**config.mk**
```make
export PLATFORM = sky130hd
export DESIGN_NAME = apb_regbank_flat
export DESIGN_NICKNAME = d
export VERILOG_FILES = /design/src/rtl/apb_regbank_if.sv /design/src/rtl/apb_regbank.sv /design/src/flat_wrapper.sv
export SDC_FILE = /design/constraint.sdc
export NUM_CORES = 1
export LEC_CHECK = 0
export CORE_AREA = 2 2 234 236
export CTS_CLUSTER_SIZE = 12
export DETAILED_ROUTE_END_ITERATION = 10
export DIE_AREA = 0 0 236 238
export GPL_ROUTABILITY_DRIVEN = 0
export SLEW_MARGIN = 40
export SYNTH_ARGS = -nofsm -noshare
export SYNTH_HDL_FRONTEND = slang
export SYNTH_SLANG_ARGS = --single-unit
```
**constraint.sdc**
```tcl
create_clock -name PCLK -period 3.3 [get_ports PCLK]
set_input_delay 0.825 -clock PCLK [delete_from_list [all_inputs] [get_ports PCLK]]
set_output_delay 0.825 -clock PCLK [all_outputs]
set_load 0.02 [all_outputs]
```
**src/rtl/apb_regbank_if.sv**
```systemverilog
// APB bus bundle for the register bank: master drives the request, slave returns
// the ready/data/error response.
interface apb_regbank_if #(
    parameter int ADDR_WIDTH = 4,
    parameter int DATA_WIDTH = 32
);
    logic                      PSEL;
    logic                      PENABLE;
    logic                      PnR_W;
    logic [ADDR_WIDTH-1:0]     PADDR;
    logic [DATA_WIDTH-1:0]     PWDATA;
    logic [DATA_WIDTH/8-1:0]   PSTRB;
    logic                      PREADY;
    logic [DATA_WIDTH-1:0]     PRDATA;
    logic                      PSLVERR;

    modport master (
        output PSEL, PENABLE, PnR_W, PADDR, PWDATA, PSTRB,
        input  PREADY, PRDATA, PSLVERR
    );

    modport slave (
        input  PSEL, PENABLE, PnR_W, PADDR, PWDATA, PSTRB,
        output PREADY, PRDATA, PSLVERR
    );
endinterface

```
**src/rtl/apb_regbank.sv**
```systemverilog
// Parametrised APB slave register bank with byte strobes, wait states, read-only
// status registers and error reporting; drives the ZigBee datapath via reg_out.
module apb_regbank #(
    parameter int                   DATA_WIDTH  = 32,
    parameter int                   ADDR_WIDTH  = 4,
    parameter int                   NUM_REGS    = 8,
    parameter int                   WAIT_STATES = 0,
    parameter logic [NUM_REGS-1:0]  RO_MASK     = '0
) (
    input  logic                           PCLK,
    input  logic                           PRESET,
    apb_regbank_if.slave                   bus,
    input  logic [NUM_REGS*DATA_WIDTH-1:0] status_in,
    output logic [NUM_REGS*DATA_WIDTH-1:0] reg_out,
    output logic [NUM_REGS-1:0]            wr_pulse
);
    localparam int         STRB_WIDTH = DATA_WIDTH / 8;
    localparam logic [3:0] WS         = 4'(WAIT_STATES);

    typedef enum logic [1:0] {IDLE, SETUP, ACCESS} state_t;

    state_t                  state;
    state_t                  next_state;
    logic [3:0]              wait_cnt;
    logic [ADDR_WIDTH-1:0]   lat_addr;
    logic                    lat_write;
    logic [DATA_WIDTH-1:0]   lat_wdata;
    logic [STRB_WIDTH-1:0]   lat_strb;
    logic [DATA_WIDTH-1:0]   regs [NUM_REGS];

    logic                    ready;
    logic                    capture;
    logic                    cnt_inc;
    logic                    commit;
    logic                    hit;
    logic                    sel_ro;
    logic                    error;
    logic [DATA_WIDTH-1:0]   sel_reg;
    logic [DATA_WIDTH-1:0]   sel_status;

    // Decode the latched index; an index with no matching register leaves hit low.
    always_comb begin
        hit        = 1'b0;
        sel_ro     = 1'b0;
        sel_reg    = '0;
        sel_status = '0;
        for (int i = 0; i < NUM_REGS; i++) begin
            if (lat_addr == ADDR_WIDTH'(i)) begin
                hit        = 1'b1;
                sel_ro     = RO_MASK[i];
                sel_reg    = regs[i];
                sel_status = status_in[i*DATA_WIDTH +: DATA_WIDTH];
            end
        end
    end

    assign error = !hit || (lat_write && sel_ro);
    assign ready = (state == ACCESS) && (wait_cnt == WS);

    always_ff @(posedge PCLK or negedge PRESET) begin
        if (!PRESET) begin
            state     <= IDLE;
            wait_cnt  <= '0;
            lat_addr  <= '0;
            lat_write <= 1'b0;
            lat_wdata <= '0;
            lat_strb  <= '0;
        end else begin
            state <= next_state;
            if (capture) begin
                wait_cnt  <= '0;
                lat_addr  <= bus.PADDR;
                lat_write <= bus.PnR_W;
                lat_wdata <= bus.PWDATA;
                lat_strb  <= bus.PSTRB;
            end else if (cnt_inc) begin
                wait_cnt <= wait_cnt + 4'd1;
            end
        end
    end

    // A dropped PSEL anywhere after IDLE abandons the transfer without committing.
    always_comb begin
        next_state = state;
        capture    = 1'b0;
        cnt_inc    = 1'b0;
        commit     = 1'b0;
        case (state)
            IDLE: begin
                if (bus.PSEL && !bus.PENABLE) begin
                    next_state = SETUP;
                    capture    = 1'b1;
                end
            end
            SETUP: begin
                if (!bus.PSEL)
                    next_state = IDLE;
                else if (bus.PENABLE)
                    next_state = ACCESS;
            end
            ACCESS: begin
                if (!bus.PSEL) begin
                    next_state = IDLE;
                end else if (!ready) begin
                    cnt_inc = 1'b1;
                end else begin
                    next_state = IDLE;
                    commit     = lat_write && !error;
                end
            end
            default: next_state = IDLE;
        endcase
    end

    always_ff @(posedge PCLK or negedge PRESET) begin
        if (!PRESET) begin
            for (int i = 0; i < NUM_REGS; i++)
                regs[i] <= '0;
            wr_pulse <= '0;
        end else begin
            wr_pulse <= '0;
            if (commit) begin
                for (int i = 0; i < NUM_REGS; i++) begin
                    if (lat_addr == ADDR_WIDTH'(i)) begin
                        wr_pulse[i] <= 1'b1;
                        for (int b = 0; b < STRB_WIDTH; b++)
                            if (lat_strb[b])
                                regs[i][b*8 +: 8] <= lat_wdata[b*8 +: 8];
                    end
                end
            end
        end
    end

    always_comb begin
        reg_out = '0;
        for (int i = 0; i < NUM_REGS; i++)
            reg_out[i*DATA_WIDTH +: DATA_WIDTH] = RO_MASK[i] ? '0 : regs[i];
    end

    assign bus.PREADY  = ready;
    assign bus.PSLVERR = ready && error;
    assign bus.PRDATA  = (ready && !lat_write && !error) ? (sel_ro ? sel_status : sel_reg) : '0;

endmodule

```
**src/flat_wrapper.sv**
```systemverilog
// flat-port wrapper written by rule: the top's interface ports become plain ports
module apb_regbank_flat 
#(
    parameter int                   DATA_WIDTH  = 32,
    parameter int                   ADDR_WIDTH  = 4,
    parameter int                   NUM_REGS    = 8,
    parameter int                   WAIT_STATES = 0,
    parameter logic [NUM_REGS-1:0]  RO_MASK     = '0
)
  (PCLK, PRESET, status_in, reg_out, wr_pulse, bus_PSEL, bus_PENABLE, bus_PnR_W, bus_PADDR, bus_PWDATA, bus_PSTRB, bus_PREADY, bus_PRDATA, bus_PSLVERR);
  apb_regbank_if #(.ADDR_WIDTH(ADDR_WIDTH), .DATA_WIDTH(DATA_WIDTH)) bus_i ();
  input  logic PCLK;
  input  logic PRESET;
  input  logic [NUM_REGS*DATA_WIDTH-1:0] status_in;
  output logic [NUM_REGS*DATA_WIDTH-1:0] reg_out;
  output logic [NUM_REGS-1:0] wr_pulse;
  input wire logic [$bits(bus_i.PSEL)-1:0] bus_PSEL;
  input wire logic [$bits(bus_i.PENABLE)-1:0] bus_PENABLE;
  input wire logic [$bits(bus_i.PnR_W)-1:0] bus_PnR_W;
  input wire logic [$bits(bus_i.PADDR)-1:0] bus_PADDR;
  input wire logic [$bits(bus_i.PWDATA)-1:0] bus_PWDATA;
  input wire logic [$bits(bus_i.PSTRB)-1:0] bus_PSTRB;
  output wire logic [$bits(bus_i.PREADY)-1:0] bus_PREADY;
  output wire logic [$bits(bus_i.PRDATA)-1:0] bus_PRDATA;
  output wire logic [$bits(bus_i.PSLVERR)-1:0] bus_PSLVERR;
  assign bus_i.PSEL = bus_PSEL;
  assign bus_i.PENABLE = bus_PENABLE;
  assign bus_i.PnR_W = bus_PnR_W;
  assign bus_i.PADDR = bus_PADDR;
  assign bus_i.PWDATA = bus_PWDATA;
  assign bus_i.PSTRB = bus_PSTRB;
  assign bus_PREADY = bus_i.PREADY;
  assign bus_PRDATA = bus_i.PRDATA;
  assign bus_PSLVERR = bus_i.PSLVERR;
  apb_regbank #(.DATA_WIDTH(DATA_WIDTH), .ADDR_WIDTH(ADDR_WIDTH), .NUM_REGS(NUM_REGS), .WAIT_STATES(WAIT_STATES), .RO_MASK(RO_MASK)) u_core (.PCLK(PCLK), .PRESET(PRESET), .bus(bus_i), .status_in(status_in), .reg_out(reg_out), .wr_pulse(wr_pulse));
endmodule
```
# Yosys cells after proc, flatten, opt, wreduce, memory -nomap -nowiden
# Cells that the tools add are included.
[word_totals]
regBits = 311
elab_cells = 139
output_inout_bits = 298
[classes]
add_sub_neg = 1
eq_ne = 12
muxes = 41
n_reduce_logical = 46
[op_table]
columns = ["op", "n"]
rows = [
  ["2-to-1 mux 32 bit", 9],
  ["AND reduction 3 bit", 33],
  ["2-to-1 mux 1 bit", 23],
  ["equality test 4 x 3 -> 1 bit, second input constant", 4],
  ["2-to-1 mux 2 bit", 5],
  ["equality test 4 x 2 -> 1 bit, second input constant", 2],
  ["logical NOT 4 bit", 2],
  ["2-to-1 mux 4 bit", 2],
  ["2-to-1 mux 8 bit", 1],
  ["logical AND 1 bit", 6],
  ["one-hot mux 2 bit (3 select lines)", 1],
  ["adder 4 x 1 -> 4 bit, second input constant", 1],
  ["equality test 4 x 1 -> 1 bit, second input constant", 1],
  ["logical NOT 1 bit", 3],
  ["!= test 3 x 2 -> 1 bit, second input constant", 1],
  ["!= test 3 bit, second input constant", 1],
  ["equality test 2 x 1 -> 1 bit, second input constant", 1],
  ["equality test 2 bit, second input constant", 1],
  ["logical NOT 2 bit", 1],
  ["!= test 2 x 1 -> 1 bit, second input constant", 1],
  ["nonzero test 2 bit", 1],
]

# Longest topological paths before layout
# Gate-level depths: netlist (run 1).
[depth]
depth_word = 14
mapped_depth = 8
depth_no_buf = 6

# Least setup slack after synthesis (run 1)
# OpenSTA, ideal clock, no wires.
[synth_timing]
kind = "reg2out"
start = "register u_core.wait_cnt[0]"
end = "output bus_PRDATA[13]"
required_ns = 2.475
stages_incl_launch_ff = 9
arrival_ns = 2.466
slack_ns = 0.009
cell_sequence = "dfrtp_1 -> inv_1 -> ha_1 -> nor3b_1 -> and3_1 -> clkbuf_1 -> clkbuf_1 -> o21ai_0 -> nor4_1"
[synth_between]
elab_chain_len = 5
[synth_lines]
columns = ["item", "line_no", "text"]
rows = [
  ["start: declaration", "apb_regbank.sv:24", "logic [3:0] wait_cnt;"],
  ["start signal: assignment", "apb_regbank.sv:77", "wait_cnt <= wait_cnt + 4'd1;"],
  ["logical NOT 4 bit", "apb_regbank.sv:58", "assign ready = (state == ACCESS) && (wait_cnt == WS);"],
  ["logical AND 1 bit", "apb_regbank.sv:58", ""],
  ["logical AND 1 bit (2 in series)", "apb_regbank.sv:143", "assign bus.PRDATA = (ready && !lat_write && !error) ? (sel_ro ? sel_status : sel_reg) : '0;"],
  ["2-to-1 mux 32 bit", "apb_regbank.sv:143", ""],
  ["end: declaration", "flat_wrapper.sv:24", "output wire logic [$bits(bus_i.PRDATA)-1:0] bus_PRDATA;"],
]
# Every way passes these cells.

# Worst setup path after layout (run 1)
[layout_timing]
start = "register u_core.lat_addr[1]"
end = "output bus_PRDATA[14]"
[layout_between]
elab_chain_len = 11
[layout_lines]
columns = ["item", "line_no", "text"]
rows = [
  ["start: declaration", "apb_regbank.sv:25", "logic [ADDR_WIDTH-1:0] lat_addr;"],
  ["start signal: assignment", "apb_regbank.sv:72", "lat_addr <= bus.PADDR;"],
  ["logical NOT 4 bit", "apb_regbank.sv:48", "if (lat_addr == ADDR_WIDTH'(i)) begin"],
  ["2-to-1 mux 1 bit (8 in series)", "apb_regbank.sv:48", ""],
  ["logical AND 1 bit", "apb_regbank.sv:143", ""],
  ["2-to-1 mux 32 bit *", "apb_regbank.sv:143", ""],
]
# Mark *: on every way between the ends. The rest lies on a longest branch, timed or not.

==> results of run 1 <==
worst max-delay path, cell delays in order, from the launching register on:
cell and delay (ns):
dfrtp_4 0.54, buf_12 0.17, buf_16 0.15, or3b_2 0.48
a21oi_2 0.19, a211oi_4 0.05, a221o_1 0.31, buf_6 0.15
placed cells by master (no fill, tap or decap), types with 9 or more instances in the layout:
master	n
clkbuf_1	9
nand2_1	55
buf_12	21
o32ai_1	9
a21oi_2	9
buf_6	35
o21ai_0	15
mux2i_1	23
clkbuf_16	43
o32a_1	13
buf_4	103
clkdlybuf4s50_1	307
dfrtp_1	309
nor2_1	35
nand3_2	10
mux2_2	324
a21oi_1	9
nor2b_1	10
a221o_1	13
a21o_1	9
mux2_1	12
a211oi_2	9
power breakdown:
part	switching [mW]	total [mW]	internal (mW)	leakage, nW
logic	1.05	1.95	0.904	4.81
clock network	1.67	4.25	2.57	0.618
registers	0.282	4.25	3.97	4.25
through the flow:
step | setup slack, ns | hold WS [ns] | util (%)
finish | -0.141 | 0.159 | 40.7
global route | -0.228 | 0.153 | 40.7
CTS | -0.145 | 0.327 | 40.0
detailed placement | -0.251 | 0.504 | 36.3
global placement | -0.192 | 0.499 | 36.3
floorplan | 0.00904 | 0.482 | -
repair_timing:
| action | 4_1_cts | 5_1_grt |
|---|---|---|
| gates cloned | 5 | 2 |
| pin swaps | 16 | 15 |
| buffers inserted | 22 | 6 |
| gates resized for setup | 279 | 70 |
| setup endpoints to repair | 33 | 33 |
worst min-delay path by stage:
stage                         from                   to  slack, ns  cells past startpoint
4_1_cts                     PRESET   u_core.reg_out[51]       0.33                      1
6_report                    PRESET   u_core.reg_out[11]       0.16                      1
3_3_place_gp   u_core.reg_out[105]  u_core.reg_out[105]       0.50                      1
5_1_grt                     PRESET   u_core.reg_out[43]       0.15                      1
3_5_place_dp    u_core.reg_out[86]   u_core.reg_out[86]       0.50                      1
2_1_floorplan      u_core.state[1]      u_core.state[0]       0.48                      1
routing by layer:
| layer | part of all wire (%) | vias up | wire [um] | track usage (%) |
|---|---|---|---|---|
| met4 | 2.2 | 6 | 1300 | 5.10 |
| met2 | 48 | 374 | 28500 | 34.2 |
| li1 | - | 4926 | - | - |
| met1 | 44 | 5940 | 26400 | 27.3 |
| met5 | 0.069 | - | 41 | 0 |
| met3 | 5.4 | 80 | 3240 | 4.60 |
state kept, by name (all words and copies together), names as in the netlist:
register,cells
u_core.lat_write,1
u_core.reg_out,256
u_core.wr_pulse,8
u_core.lat_wdata,32
u_core.lat_addr,4
u_core.state,2
u_core.wait_cnt,4
u_core.lat_strb,4
final cells by class:
type                    instances  area [um2]  area share (%)
repair buffers                483        4950            22.7
inverters                       4        15.0          0.0690
well taps                     696         871            4.00
flip-flops and latches        311        7790            35.8
clock inverters                10         105           0.483
clock buffers                  57        1160            5.31
multi-input cells             698        6880            31.6
cell families (layout without fill, tap and decap cells):
family | after synthesis | after routing
multiplexers | 360 | 360
flip-flops | 311 | 311
AND/OR/NAND/NOR | 192 | 192
AO/OA/AOI/OAI | 141 | 141
buffers and inverters | 61 | 554
XOR/XNOR | 3 | 3
adder cells (fa/ha/maj) | 2 | 2
==> flow_metrics.py, run 1 <==
metrics = {
    "status": {
        "status": "finished with violations",
        "violations": "negative setup slack",
    },
    "finish": {
        "n_antenna_cell": 0,
        "area_delta_synth_final_pct": 52.5,
        "layout-drive-gt1-share_pct": 43.3,
        "final_cells": 2259,
        "fill_cells": 5033,
        "final_cell_area_um2": 21800,
        "nets": 1839,
    },
    "yosys": {
        "syn-instance-count": 1070,
        "synth-main-ff-cell": "dfrtp_1",
        "synthDominantCellAreaShare_pct": 54.5,
        "yosysTopAreaCell": "dfrtp_1",
        "syn_area_um2": 14300,
        "synth_commonest_cells": "324 x mux2_2, 311 x dfrtp_1, 56 x nand2_1, 41 x clkbuf_1, 38 x nor2_1",
        "synth-compound-area-share_pct": 7.27,
        "synth.distinct_cells": 49,
        "synth.most_common_cell": "mux2_2",
        "muxShareOfSynthArea_pct": 28.3,
        "synthAdderAreaFrac_pct": 0.175,
        "ys_ff_latch": 311,
        "synth_nets": 1373,
        "synth_xor_area_share_pct": 0.184,
        "synth.area.top_cells": "dfrtp_1 55%, mux2_2 26%, mux2i_1 1.6%",
        "synthArstFlopShare_pct": 100,
        "synth_top_family_by_area": "multiplexers",
        "synth-edff-count": 0,
        "synth_seq_area_share_pct": 54.5,
        "synth_warnings": 0,
        "synthSimpleGateAreaFrac_pct": 7.89,
        "syn_avg_cell_area_um2": 13.3,
    },
    "sta": {
        "maxClockFrequency_mhz": 291,
        "setup_slack_ns": -0.141,
        "grt_setup_unrepaired": "true",
        "slew_headroom_pct": 49.3,
        "hold_viol": 0,
        "min_period_ns": 3.44,
        "tightest_slew_ns": 0.754,
        "fin_worst_skew_ns": 0.0217,
        "drv_slew": 0,
        "setup_viol": 27,
        "fin_crit_sh_pct": 104,
        "tns_ns": -2.02,
    },
    "critical_path": {
        "cp-start-kind": "register",
        "reg2reg_from": "u_core.lat_addr[1]",
        "startpoint": "u_core.lat_addr[1]",
        "endpoint": "bus_PRDATA[14]",
        "cp.arrival_ns": 2.62,
        "endpoint_kind": "output port",
        "required_ns": 2.47,
        "reg2reg_depth": 6,
        "setup.worst_path.class": "register to output port",
        "r2r_slack_ns": 0.22,
        "critPathMaxFanout": 13,
        "rr_endpoint": "u_core.reg_out[190]",
    },
    "global_routing": {
        "first_global_vias": 11803,
        "grt_pass1_wl_um": 84000,
        "grt_max_degree": 88,
        "antenna_found_initial": 4,
        "grt_remaining_overflow": 0,
        "track_usage_pct": 20.6,
    },
    "clock_network": {
        "numCtsBuffers": 38,
        "cts_tree": "built",
        "hold_buffers": 0,
        "cts-root-buf": "clkbuf_16",
        "clock_latency_ns": 0.55,
        "clock-sinks": 311,
        "clockBufferDepth": 3,
        "clk_pin_slew_worst_paths_ns": 0.06,
        "h-tree-depth": 2,
    },
    "floorplanning": {
        "die_area_um2": 56200,
        "die_w_um": 236,
        "initial_utilization_pct": 26.7,
        "num_io_pins": 599,
        "die_h_um": 238,
        "fp-row-count": 85,
        "coreArea_um2": 53500,
    },
    "place": {
        "numPortBuffers": 342,
        "dpl.cell_count": 2164,
        "hpwlAfterDp_um": 39900,
        "placed_area_um2": 19400,
    },
    "routing": {
        "vias_per_cell": 5.01,
        "drc_errors": 0,
        "ant_nets": 0,
        "wirelength_um": 59400,
        "vias": 11326,
        "firstDrtPassIters": 4,
        "first_iter_violations": 614,
        "wl_per_cell_um": 26.3,
    },
    "power": {
        "cellLeakagePower_nw": 9.67,
        "power_density_nw_per_um2": 480,
        "peakVddDrop_mv": 0.323,
        "total_power_mw": 10.4,
    },
    "hold_path": {
        "min_path_type": "primary input to async pin",
    },
    "flow_run": {
        "cap_violations": 0,
    },
}
Note: power is estimated with default switching activity, not from simulation.
==> run 2: changes to the inputs <==
CTS_CLUSTER_DIAMETER = 150   (was unset)
==> flow_metrics.py, run 2 (synthesized netlist as in run 1, its figures left out) <==
metrics = {
    "sta": {
        "whs_ns": 0.112,
        "hold_viol": 0,
        "tns_ns": -3.12,
        "tightest_slew_ns": 0.727,
        "slew_headroom_pct": 51.1,
        "setup_slack_ns": -0.163,
        "fin_crit_sh_pct": 105,
        "maxClockFrequency_mhz": 289,
        "min_period_ns": 3.46,
        "grt_setup_unrepaired": "true",
        "fin_worst_skew_ns": 0.0183,
        "drv_slew": 0,
        "setup_viol": 31,
    },
    "status": {
        "violations": "negative setup slack",
        "status": "finished with violations",
    },
    "critical_path": {
        "critPathMaxFanout": 5,
        "reg2reg_from": "u_core.lat_addr[1]",
        "startpoint": "u_core.wait_cnt[1]",
        "r2r_slack_ns": 0.16,
        "cp-start-kind": "register",
        "endpoint": "bus_PRDATA[18]",
        "endpoint_kind": "output port",
        "required_ns": 2.47,
        "rr_endpoint": "u_core.reg_out[186]",
        "cp.arrival_ns": 2.64,
        "reg2reg_depth": 7,
        "setup.worst_path.class": "register to output port",
    },
    "finish": {
        "nets": 1846,
        "largest_reg_flops": 256,
        "layout-drive-gt1-share_pct": 43.0,
        "n_antenna_cell": 0,
        "multi_input_area_um2": 6900,
        "final_common_cell": "mux2_2",
        "mostFrequentLayoutCells": "324 x mux2_2, 309 x dfrtp_1, 307 x clkdlybuf4s50_1, 110 x buf_4, 55 x nand2_1",
        "seqCellArea_um2": 7790,
        "fill_cells": 5065,
        "area_delta_synth_final_pct": 50.7,
    },
    "clock_network": {
        "hold_buffers": 0,
        "cts-root-buf": "clkbuf_16",
        "clock-sinks": 311,
        "cts_tree": "built",
        "clk_pin_slew_worst_paths_ns": 0.07,
        "h-tree-depth": 1,
        "numCtsBuffers": 29,
        "clock_latency_ns": 0.58,
        "clockBufferDepth": 3,
    },
    "place": {
        "hpwlAfterDp_um": 39900,
        "numPortBuffers": 342,
    },
    "routing": {
        "drc_errors": 0,
        "wirelength_um": 59700,
        "first_iter_violations": 634,
        "ant_nets": 0,
        "vias": 11347,
        "vias_per_cell": 5.07,
        "wl_per_cell_um": 26.7,
        "firstDrtPassIters": 5,
    },
    "power": {
        "seqPwrFrac_pct": 45.8,
        "swShare_pct": 30.1,
        "p_int_mw": 6.48,
        "power_density_nw_per_um2": 431,
        "comb_power_share_pct": 22.0,
        "total_power_mw": 9.27,
        "peakVddDrop_mv": 0.383,
        "clkPwrFrac_pct": 32.2,
        "cellLeakagePower_nw": 9.52,
        "switchingPower_mw": 2.79,
    },
    "floorplanning": {
        "die_w_um": 236,
        "num_io_pins": 599,
        "coreArea_um2": 53500,
        "die_h_um": 238,
        "die_area_um2": 56200,
        "initial_utilization_pct": 26.7,
        "fp-row-count": 85,
    },
    "global_routing": {
        "antenna_found_initial": 4,
        "track_usage_pct": 20.4,
        "grt_remaining_overflow": 0,
        "grt_max_degree": 88,
        "first_global_vias": 11829,
        "grt_pass1_wl_um": 83900,
    },
    "hold_path": {
        "min_path_type": "primary input to async pin",
    },
    "flow_run": {
        "cap_violations": 0,
    },
}
[run 2: cell types whose count changed in the layout (fill, tap and decap cells not counted), moves of 4 or more]
cell / previous run / this run
clkinv_2: 6 / 0
buf_4: 103 / 110
clkbuf_16: 43 / 31
clkbuf_1: 9 / 2
clkbuf_8: 7 / 0
buf_6: 35 / 39
buf_12: 21 / 26
[run 2: metrics by stage]
| step | instances | util, % | worst slack [ns] | area [um2] |
|---|---|---|---|---|
| final | 2239 | 40.2 | -0.163 | 21500 |
| after CTS | 2229 | 39.4 | -0.159 | 21100 |
| after global routing | 2239 | 40.2 | -0.238 | 21500 |
| after floorplan | 1070 | - | 0.00904 | 14300 |
| after detailed placement | 2164 | 36.3 | -0.251 | 19400 |
| after global placement | 2164 | 36.3 | -0.192 | 19400 |
[run 2: worst min-delay path by stage]
stage,from,end,slack [ns],cells past startpoint
2_1_floorplan,u_core.state[1],u_core.state[0],0.48,1
3_3_place_gp,u_core.reg_out[105],u_core.reg_out[105],0.50,1
3_5_place_dp,u_core.reg_out[86],u_core.reg_out[86],0.50,1
4_1_cts,PRESET,u_core.reg_out[115],0.30,1
5_1_grt,PRESET,u_core.reg_out[11],0.11,1
6_report,PRESET,u_core.reg_out[11],0.11,1
[run 2: worst max-delay path, cell delays in order, from the launching register on]
cell and delay (ns):
dfrtp_1 0.38, inv_1 0.07, ha_2 0.19, nor3b_4 0.18, buf_6 0.13, and3_4 0.22, buf_12 0.12, clkbuf_16 0.16
buf_12 0.11, buf_4 0.11, nand3_1 0.09, o221ai_2 0.10, buf_4 0.19
[run 2: area by class of cell]
cell class                 count  share of cell area, %
clock buffer                  31                   3.41
inverter                       4                 0.0698
timing repair buffer         499                   24.2
tap                          696                   4.05
multi-input combinational    698                   32.1
sequential                   311                   36.2
[run 2: metal layers]
layer | share of wire, % | vias up | track usage [%] | wire length (um)
li1 | - | 4921 | - | -
met1 | 44 | 5937 | 27.2 | 26300
met2 | 48 | 392 | 34.1 | 28700
met3 | 5.4 | 89 | 3.82 | 3210
met4 | 2.5 | 8 | 5.48 | 1470
met5 | 0.087 | - | 0 | 52
[run 2: timing repair]
| item | 4_1_cts | 5_1_grt |
|---|---|---|
| pin swaps | 29 | 17 |
| endpoints found under the hold margin | 0 | 0 |
| gates cloned | 6 | 2 |
| setup endpoints to repair | 34 | 32 |
| gates resized for setup | 290 | 74 |
| setup buffers | 29 | 9 |
[run 2: power groups by stage]
stage	Clock [mW]	Sequential, mW	Combinational (mW)
after CTS	3.08	4.24	1.95
after global routing	3.21	4.28	2.15
after global placement	0	4.31	1.58
after floorplan	0	4.25	0.721
after detailed placement	0	4.32	1.59
final	2.98	4.25	2.04
